===== config.mk =====
export PLATFORM = sky130hd
export DESIGN_NAME = uart_tx
export DESIGN_NICKNAME = d
export VERILOG_FILES = /design/src/rtl/uart_pkg.sv /design/src/rtl/uart_baud_gen.sv /design/src/rtl/uart_tx.sv
export SDC_FILE = /design/constraint.sdc
export NUM_CORES = 1
export LEC_CHECK = 0
export CAP_MARGIN = 40
export CORE_MARGIN = 2
export CORE_UTILIZATION = 36
export DETAILED_ROUTE_END_ITERATION = 10
export DONT_BUFFER_PORTS = 1
export GPL_ROUTABILITY_DRIVEN = 1
export PLACE_DENSITY = 0.55
export SLEW_MARGIN = 15
export SYNTH_ARGS = -nofsm -noshare
export SYNTH_HDL_FRONTEND = slang
export SYNTH_SLANG_ARGS = --single-unit

===== constraint.sdc =====
create_clock -name clk -period 4.7 [get_ports clk]
set_clock_uncertainty 0.05 [all_clocks]
set_input_delay 0.94 -clock clk [delete_from_list [all_inputs] [get_ports clk]]
set_output_delay 0.94 -clock clk [all_outputs]
set_load 0.02 [all_outputs]

===== src/rtl/uart_pkg.sv =====
// Shared UART definitions: bit timing defaults and transmitter FSM states.
// UART_TX_PARITY_EN adds the PARITY state (8E1 frames); default is 8N1.
package uart_pkg;

  localparam int unsigned UART_CLKS_PER_BIT_DEFAULT = 10416;
  localparam int unsigned UART_DATA_BITS_DEFAULT    = 8;

`ifdef UART_TX_PARITY_EN
  typedef enum logic [2:0] {
    ST_IDLE   = 3'd0,
    ST_START  = 3'd1,
    ST_DATA   = 3'd2,
    ST_PARITY = 3'd3,
    ST_STOP   = 3'd4
  } uart_tx_state_t;
`else
  typedef enum logic [2:0] {
    ST_IDLE  = 3'd0,
    ST_START = 3'd1,
    ST_DATA  = 3'd2,
    ST_STOP  = 3'd4
  } uart_tx_state_t;
`endif

endpackage


===== src/rtl/uart_baud_gen.sv =====
// Bit-period timer: counts 0..CLKS_PER_BIT-1 and flags the last count as tick.
module uart_baud_gen
  import uart_pkg::*;
#(
  parameter int unsigned CLKS_PER_BIT = UART_CLKS_PER_BIT_DEFAULT
) (
  input  logic clk,
  input  logic rst,
  input  logic clear,
  output logic tick
);

  localparam int unsigned CNT_W = (CLKS_PER_BIT > 1) ? $clog2(CLKS_PER_BIT) : 1;
  localparam logic [CNT_W-1:0] LAST = CNT_W'(CLKS_PER_BIT - 1);

  logic [CNT_W-1:0] cnt;

  // clear realigns the bit phase to the start bit of a newly accepted byte
  always_ff @(posedge clk) begin
    if (rst || clear) begin
      cnt <= '0;
    end else if (cnt == LAST) begin
      cnt <= '0;
    end else begin
      cnt <= cnt + CNT_W'(1);
    end
  end

  assign tick = (cnt == LAST);

endmodule


===== src/rtl/uart_tx.sv =====
// UART transmitter: valid/ready byte in, LSB-first serial frame out on txd.
// UART_TX_PARITY_EN inserts an even-parity bit before the stop bit.
module uart_tx
  import uart_pkg::*;
#(
  parameter int unsigned CLKS_PER_BIT = UART_CLKS_PER_BIT_DEFAULT,
  parameter int unsigned DATA_BITS    = UART_DATA_BITS_DEFAULT
) (
  input  logic                 clk,
  input  logic                 rst,
  input  logic [DATA_BITS-1:0] tx_data,
  input  logic                 tx_valid,
  output logic                 tx_ready,
  output logic                 txd,
  output logic                 busy
);

  localparam int unsigned IDX_W = (DATA_BITS > 1) ? $clog2(DATA_BITS) : 1;
  localparam logic [IDX_W-1:0] LAST_IDX = IDX_W'(DATA_BITS - 1);

  uart_tx_state_t       state;
  logic [DATA_BITS-1:0] shreg;
  logic [DATA_BITS-1:0] shreg_nxt_c;
  logic [IDX_W-1:0]     bit_idx;
  logic                 tick;
  logic                 accept_c;
`ifdef UART_TX_PARITY_EN
  logic                 parity;
`endif

  assign accept_c    = tx_valid && tx_ready;
  assign shreg_nxt_c = shreg >> 1;

  uart_baud_gen #(
    .CLKS_PER_BIT(CLKS_PER_BIT)
  ) u_baud_gen (
    .clk  (clk),
    .rst  (rst),
    .clear(accept_c),
    .tick (tick)
  );

  // txd is always loaded with the value of the bit about to start
  always_ff @(posedge clk) begin
    if (rst) begin
      state    <= ST_IDLE;
      shreg    <= '0;
      bit_idx  <= '0;
      txd      <= 1'b1;
      tx_ready <= 1'b1;
      busy     <= 1'b0;
`ifdef UART_TX_PARITY_EN
      parity   <= 1'b0;
`endif
    end else begin
      case (state)
        ST_IDLE: begin
          if (accept_c) begin
            shreg    <= tx_data;
            bit_idx  <= '0;
`ifdef UART_TX_PARITY_EN
            parity   <= ^tx_data;
`endif
            state    <= ST_START;
            txd      <= 1'b0;
            tx_ready <= 1'b0;
            busy     <= 1'b1;
          end
        end
        ST_START: begin
          if (tick) begin
            state <= ST_DATA;
            txd   <= shreg[0];
          end
        end
        ST_DATA: begin
          if (tick) begin
            shreg   <= shreg_nxt_c;
            bit_idx <= bit_idx + IDX_W'(1);
            if (bit_idx == LAST_IDX) begin
`ifdef UART_TX_PARITY_EN
              state <= ST_PARITY;
              txd   <= parity;
`else
              state <= ST_STOP;
              txd   <= 1'b1;
`endif
            end else begin
              txd <= shreg_nxt_c[0];
            end
          end
        end
`ifdef UART_TX_PARITY_EN
        ST_PARITY: begin
          if (tick) begin
            state <= ST_STOP;
            txd   <= 1'b1;
          end
        end
`endif
        ST_STOP: begin
          if (tick) begin
            state    <= ST_IDLE;
            txd      <= 1'b1;
            tx_ready <= 1'b1;
            busy     <= 1'b0;
          end
        end
        default: begin
          state    <= ST_IDLE;
          txd      <= 1'b1;
          tx_ready <= 1'b1;
          busy     <= 1'b0;
        end
      endcase
    end
  end

endmodule


---- Word-level counts from Yosys, hierarchy flattened ----
Index checks and enable logic that the tools add are counted.
storage, ports and cells
  bits in registers ....................... 31
  logic and storage cells ................. 52
  output and inout port bits .............. 3
  bits of input ports ..................... 11
operators by class
  multiplexer cells ....................... 22
  bitwise gates (word level) .............. 1
  reductions and logical operators ........ 10
  add/subtract/negate cells ............... 2
  eq/ne operators ......................... 10
operator list
  operator               count
  $mux 3                 7
  $mux 8                 2
  $pmux 8 s2             1
  $add 14x1->14 const B  1
  $eq 14x14->1 const B   1
  $pmux 3 s4             1
  $ne 2x2->1 const B     4
  $mux 1                 7
  $eq 3x3->1 const B     2
  $pmux 1 s3             2
  $pmux 3 s2             1
  $reduce_and 3->1       2
  $reduce_and 5->1       1
  $pmux 1 s4             1
  $reduce_and 4->1       1
  $reduce_or 2->1        2
  $add 3x1->3 const B    1
  $eq 3x1->1 const B     1
  $eq 3x2->1 const B     1
  $logic_not 3->1        1
  $ne 2x1->1 const B     1
  $reduce_bool 2->1      1
  $logic_and 1x1->1      1
  $logic_or 1x1->1       1
  $not 1->1              1

---- Longest topological paths before layout ----
  depth after elaboration ................. 4
  mapped depth ............................ 7
  mapped depth without buffers ............ 5

---- Cells and area by module ----
From an unflattened synthesis, not the netlist that was laid out.
second synthesis, totals
  cell total of the unflattened synthesis .. 167
  area, all modules ....................... 1,512.7 um^2
by module, submodules not included
  module         sequential area each (um^2)  area each (um^2)  times used  cells each
  uart_tx        340.3                        893.4             1           97
  uart_baud_gen  280.3                        619.3             1           70

---- Worst setup path after synthesis ----
OpenSTA, ideal clock, no wires.
  path kind ............................... input-to-reg
  from .................................... input port tx_valid
  to ...................................... register shreg[1]
  library setup time ...................... 0.133 ns
  buffers on the path ..................... 2
  path slack .............................. 2.721 ns
  cell stages on the path ................. 6
  data arrival time ....................... 1.797 ns
  cells stage by stage .................... and2_1 clkbuf_1 nand2_1 clkbuf_1 a31oi_1 a31oi_1
on the way
  word-level cells in the longest chain between the ends .. 3
ends and longest elaborated chain
  element                     line           text
  start: declaration          uart_tx.sv:12  input logic tx_valid,
  $logic_and 1x1->1           uart_tx.sv:31  assign accept_c = tx_valid && tx_ready;
  $ne 2x1->1 (no line)        --
  $reduce_and 3->1 (no line)  --
  end signal: assignment      uart_tx.sv:59  shreg <= tx_data;
  end signal: assignment      uart_tx.sv:78  shreg <= shreg_nxt_c;
  end: declaration            uart_tx.sv:22  logic [DATA_BITS-1:0] shreg;
Every way passes these cells.
A chain may end at the register's enable or synchronous reset.

---- Final worst setup path ----
  from .................................... register u_baud_gen.cnt[0]
  to ...................................... register bit_idx[0]
on the way
  word-level cells in the longest chain between the ends .. 3
ends and longest elaborated chain
  element                     line                 text
  start: declaration          uart_baud_gen.sv:16  logic [CNT_W-1:0] cnt;
  start signal: assignment    uart_baud_gen.sv:25  cnt <= cnt + CNT_W'(1);
  $eq 14x14->1                uart_baud_gen.sv:29  assign tick = (cnt == LAST);
  $ne 2x2->1 (no line)        --
  $reduce_and 3->1 (no line)  --
  end signal: assignment      uart_tx.sv:79        bit_idx <= bit_idx + IDX_W'(1);
  end: declaration            uart_tx.sv:24        logic [IDX_W-1:0] bit_idx;
Every way passes these cells.

==> run metrics <==
DRC errors left 0; tightest slew margin relative to the limit 0.5575; fraction of registers with async set/reset 0; Antenna Cells 0; Hold Vio Cnt, Final 0; endpoint of the worst setup timing path bit_idx[0]$_SDFFE_PP0P_; number of global-route vias before repair 1202; fraction of power spent switching nets 0.2554; weighted congestion reported at the end of routability-driven placement 0.7756; switching pwr between 100 and 150 uW; Longest Clk Path Bufs 2; Overflow after GRT 0; die boundary width 70.93 um; cell with the largest stage delay on the worst path sky130_fd_sc_hd__or3_1; TritonCTS clock tree yes; share of the cycle needed by the critical path after routing 0.4558; final period demand of the worst path 2.142 ns; H-Tree Level Count 2; total CTS buffers 5; unrepaired setup endpoints after global routing no; Die Span Y around 71 um; number of nets in the synthesized netlist 192; cell breakdown of the critical path ha_1, and3_1, nand4_1, or3_1, a21oi_1; pre-CTS setup slack 2.407 ns; yosys warns 0; critical-path maximum fanout 15; most common cell in the netlist sky130_fd_sc_hd__dfxtp_1; clock-pin slew reported for the worst setup and hold paths after clock tree synthesis 0.06 ns; Syn Std Cell Area 1613 um^2; Static Leakage between 0.5 and 0.6 nW; antenna violations before repair 0; number of nets with antenna violations after routing 0; launching element of the worst setup path u_baud_gen.cnt[0]$_SDFF_PP0_; reported max-cap violation count 0; Skew-Pair Late Insertion Delay 0.28 ns; quantity of gates resized following cts 0; part of the power in the clock network 0.366; number of distinct library cell variants in the gate-level netlist after synthesis 45; Post-synth EDFFs 0; slack of the worst reg-to-reg path 2.56 ns; clock sink count 31; area delta synth->final 5.198%; classification of the worst setup path flop to flop; core area 4324 um^2; path class of the lowest-slack min-delay path flop to flop; post-DR wirelength/cell 14.17 um; top post-synthesis cells by area sky130_fd_sc_hd__dfxtp_1, sky130_fd_sc_hd__nand3_1, sky130_fd_sc_hd__nor2_4; predominant post-synthesis flop cell sky130_fd_sc_hd__dfxtp_1; depth of the critical timing path with buffers and inverters included 5; Post-CTS Setup Repair Bufs 0; GRT Total Usage 0.1371; Crit path arrival time 2.30 ns; sequential cell area fraction in the yosys report 0.3848; power per cell area 318.0 nW/um^2; peak supply drop 0.1315 mV; flops & latches, synth 31; cells on worst reg2reg path 5; pin count of the biggest net entering global routing 21; utilization after layout 0.3924; worst r2r src u_baud_gen.cnt[0]$_SDFF_PP0_; number of buffers added on ports 0; largest stage delay on the critical path 0.56 ns; final std cells w/o fill 226; sum of internal, switching and leakage power between 500 and 600 uW; share of Yosys cell area claimed by the top area cell type 0.3848; capturing element type of the critical path flop; Ports 14; leading area contributor after synthesis sky130_fd_sc_hd__dfxtp_1; Setup WS post-layout 2.558 ns; end of the worst register-to-register path bit_idx[0]$_SDFFE_PP0P_; Final setup viols 0; Vias/cell 5.615; overall routed net length ~3200 um; kind of start point of the critical path flop; count of final max-slew check failures 0; number of buffer and inverter instances along the worst setup path 0; initial cell density of the core 0.3730; row count 24; final net count 187; logic gate share of total power 0.090; delay-heaviest family, CP simple AND/OR/NAND/NOR gates; initial detailed-routing violation count 50; outcome finished, final reports clean; die area 5031 um^2; hold buffer count at cts 0; clock tree root buffer cell sky130_fd_sc_hd__clkbuf_8; Int Power around 400 uW; maximum frequency from static timing analysis 466.8 MHz; placed cell count 218; fraction of final layout cells with drive strength greater than 1 0.1379; Post-DP HPWL roughly 2200 um; via count 1269; synthesized area per cell 9.061 um^2; most numerous cell types in the synthesized netlist sky130_fd_sc_hd__dfxtp_1, sky130_fd_sc_hd__nand3_1, sky130_fd_sc_hd__a31oi_1, sky130_fd_sc_hd__a21oi_1; Least-Margin Pin Slew 0.6618 ns; required time of the critical path 4.86 ns; cell count after synthesis between 150 and 200; Setup TNS 0 ns; wire length of the first global-routing pass 5457 um; length of the first detailed-routing pass in iterations 4; portion of total power attributed to sequential cells 0.543
## cell type report
type,instances,area [um^2]
Fill cell,431,2628
Multi-Input combinational cell,132,905.9
Sequential cell,31,620.6
Clock buffer,7,76.32
Tap cell,52,65.06
Timing Repair Buffer,2,20.02
Clock inverter,1,5.005
Inverter,1,3.754
## worst min-delay path by stage
stage	from	to	slack, ns	cells after the start
final	u_baud_gen.cnt[0]$_SDFF_PP0_	u_baud_gen.cnt[0]$_SDFF_PP0_	0.41	1
after global routing	u_baud_gen.cnt[0]$_SDFF_PP0_	u_baud_gen.cnt[0]$_SDFF_PP0_	0.43	1
after CTS	u_baud_gen.cnt[0]$_SDFF_PP0_	u_baud_gen.cnt[0]$_SDFF_PP0_	0.42	1
after detailed placement	u_baud_gen.cnt[0]$_SDFF_PP0_	u_baud_gen.cnt[0]$_SDFF_PP0_	0.40	1
after global placement	u_baud_gen.cnt[0]$_SDFF_PP0_	u_baud_gen.cnt[0]$_SDFF_PP0_	0.39	1
after floorplan	u_baud_gen.cnt[0]$_SDFF_PP0_	u_baud_gen.cnt[0]$_SDFF_PP0_	0.38	1
## stage by stage
step,hold WS [ns],instance area (um^2)
finish,0.4058,1697
CTS,0.4183,1697
detailed placement,0.4013,1615
global placement,0.3932,1595
floorplan,0.3787,1613
global route,0.4334,1697
## kinds of logic after synthesis
family          Yosys count  share of synthesized area
compound gates           36                     0.1365
xor+xnor                 12                    0.06517
fa+ha+maj                 3                    0.02328
buf+inv                  15                    0.05353
flops                    31                     0.3848
mux                       1                   0.006207
simple gates             80                     0.3305
## layout by cell type, fill, tap and decap left out, types with 2 or more instances in the layout
master / count
sky130_fd_sc_hd__dfxtp_1: 31
sky130_fd_sc_hd__nand3_1: 19
sky130_fd_sc_hd__a31oi_1: 14
sky130_fd_sc_hd__a21oi_1: 10
sky130_fd_sc_hd__and3_1: 9
sky130_fd_sc_hd__nor2_4: 8
sky130_fd_sc_hd__nand2_1: 7
sky130_fd_sc_hd__nor2_1: 7
sky130_fd_sc_hd__xor2_1: 6
sky130_fd_sc_hd__xnor2_1: 6
sky130_fd_sc_hd__clkbuf_8: 5
sky130_fd_sc_hd__nand4_1: 4
sky130_fd_sc_hd__nor3_1: 4
sky130_fd_sc_hd__o211ai_1: 4
sky130_fd_sc_hd__o21ai_0: 3
sky130_fd_sc_hd__ha_1: 3
sky130_fd_sc_hd__and2_1: 2
sky130_fd_sc_hd__or3_1: 2
sky130_fd_sc_hd__and4_1: 2
sky130_fd_sc_hd__o21a_1: 2
sky130_fd_sc_hd__clkbuf_1: 2
## per-layer routing
layer,global-route usage,up-vias,wire length [um]
li1,-,639,-
met1,0.1699,594,1561
met2,0.2087,31,1428
met3,0.05128,5,157
met4,0.06918,0,56
met5,0,-,0
## power groups by stage
stage | sequential [mW] | clock, mW | combinational, mW
CTS | 0.293 | 0.207 | 0.0490
floorplan | 0.294 | 0 | 0.0491
finish | 0.293 | 0.198 | 0.0488
global placement | 0.298 | 0 | 0.0447
global route | 0.295 | 0.217 | 0.0556
detailed placement | 0.299 | 0 | 0.0488
## sequential cells by signal (all words and copies together) (netlist names)
| name | cells |
|---|---|
| shreg | 8 |
| txd | 1 |
| busy | 1 |
| tx_ready | 1 |
| state | 3 |
| u_baud_gen.cnt | 14 |
| bit_idx | 3 |
## worst reg2reg max path, delay by kind of cell (launching register included)
| kind | cells | cell delay, ns |
|---|---|---|
| AOI/OAI and AO/OA | 1 | 0.14 |
| adders and majority gates | 1 | 0.21 |
| DFF | 1 | 0.36 |
| and+or+nand+nor | 3 | 1.31 |
No activity file was read; power rests on OpenSTA's default activity.
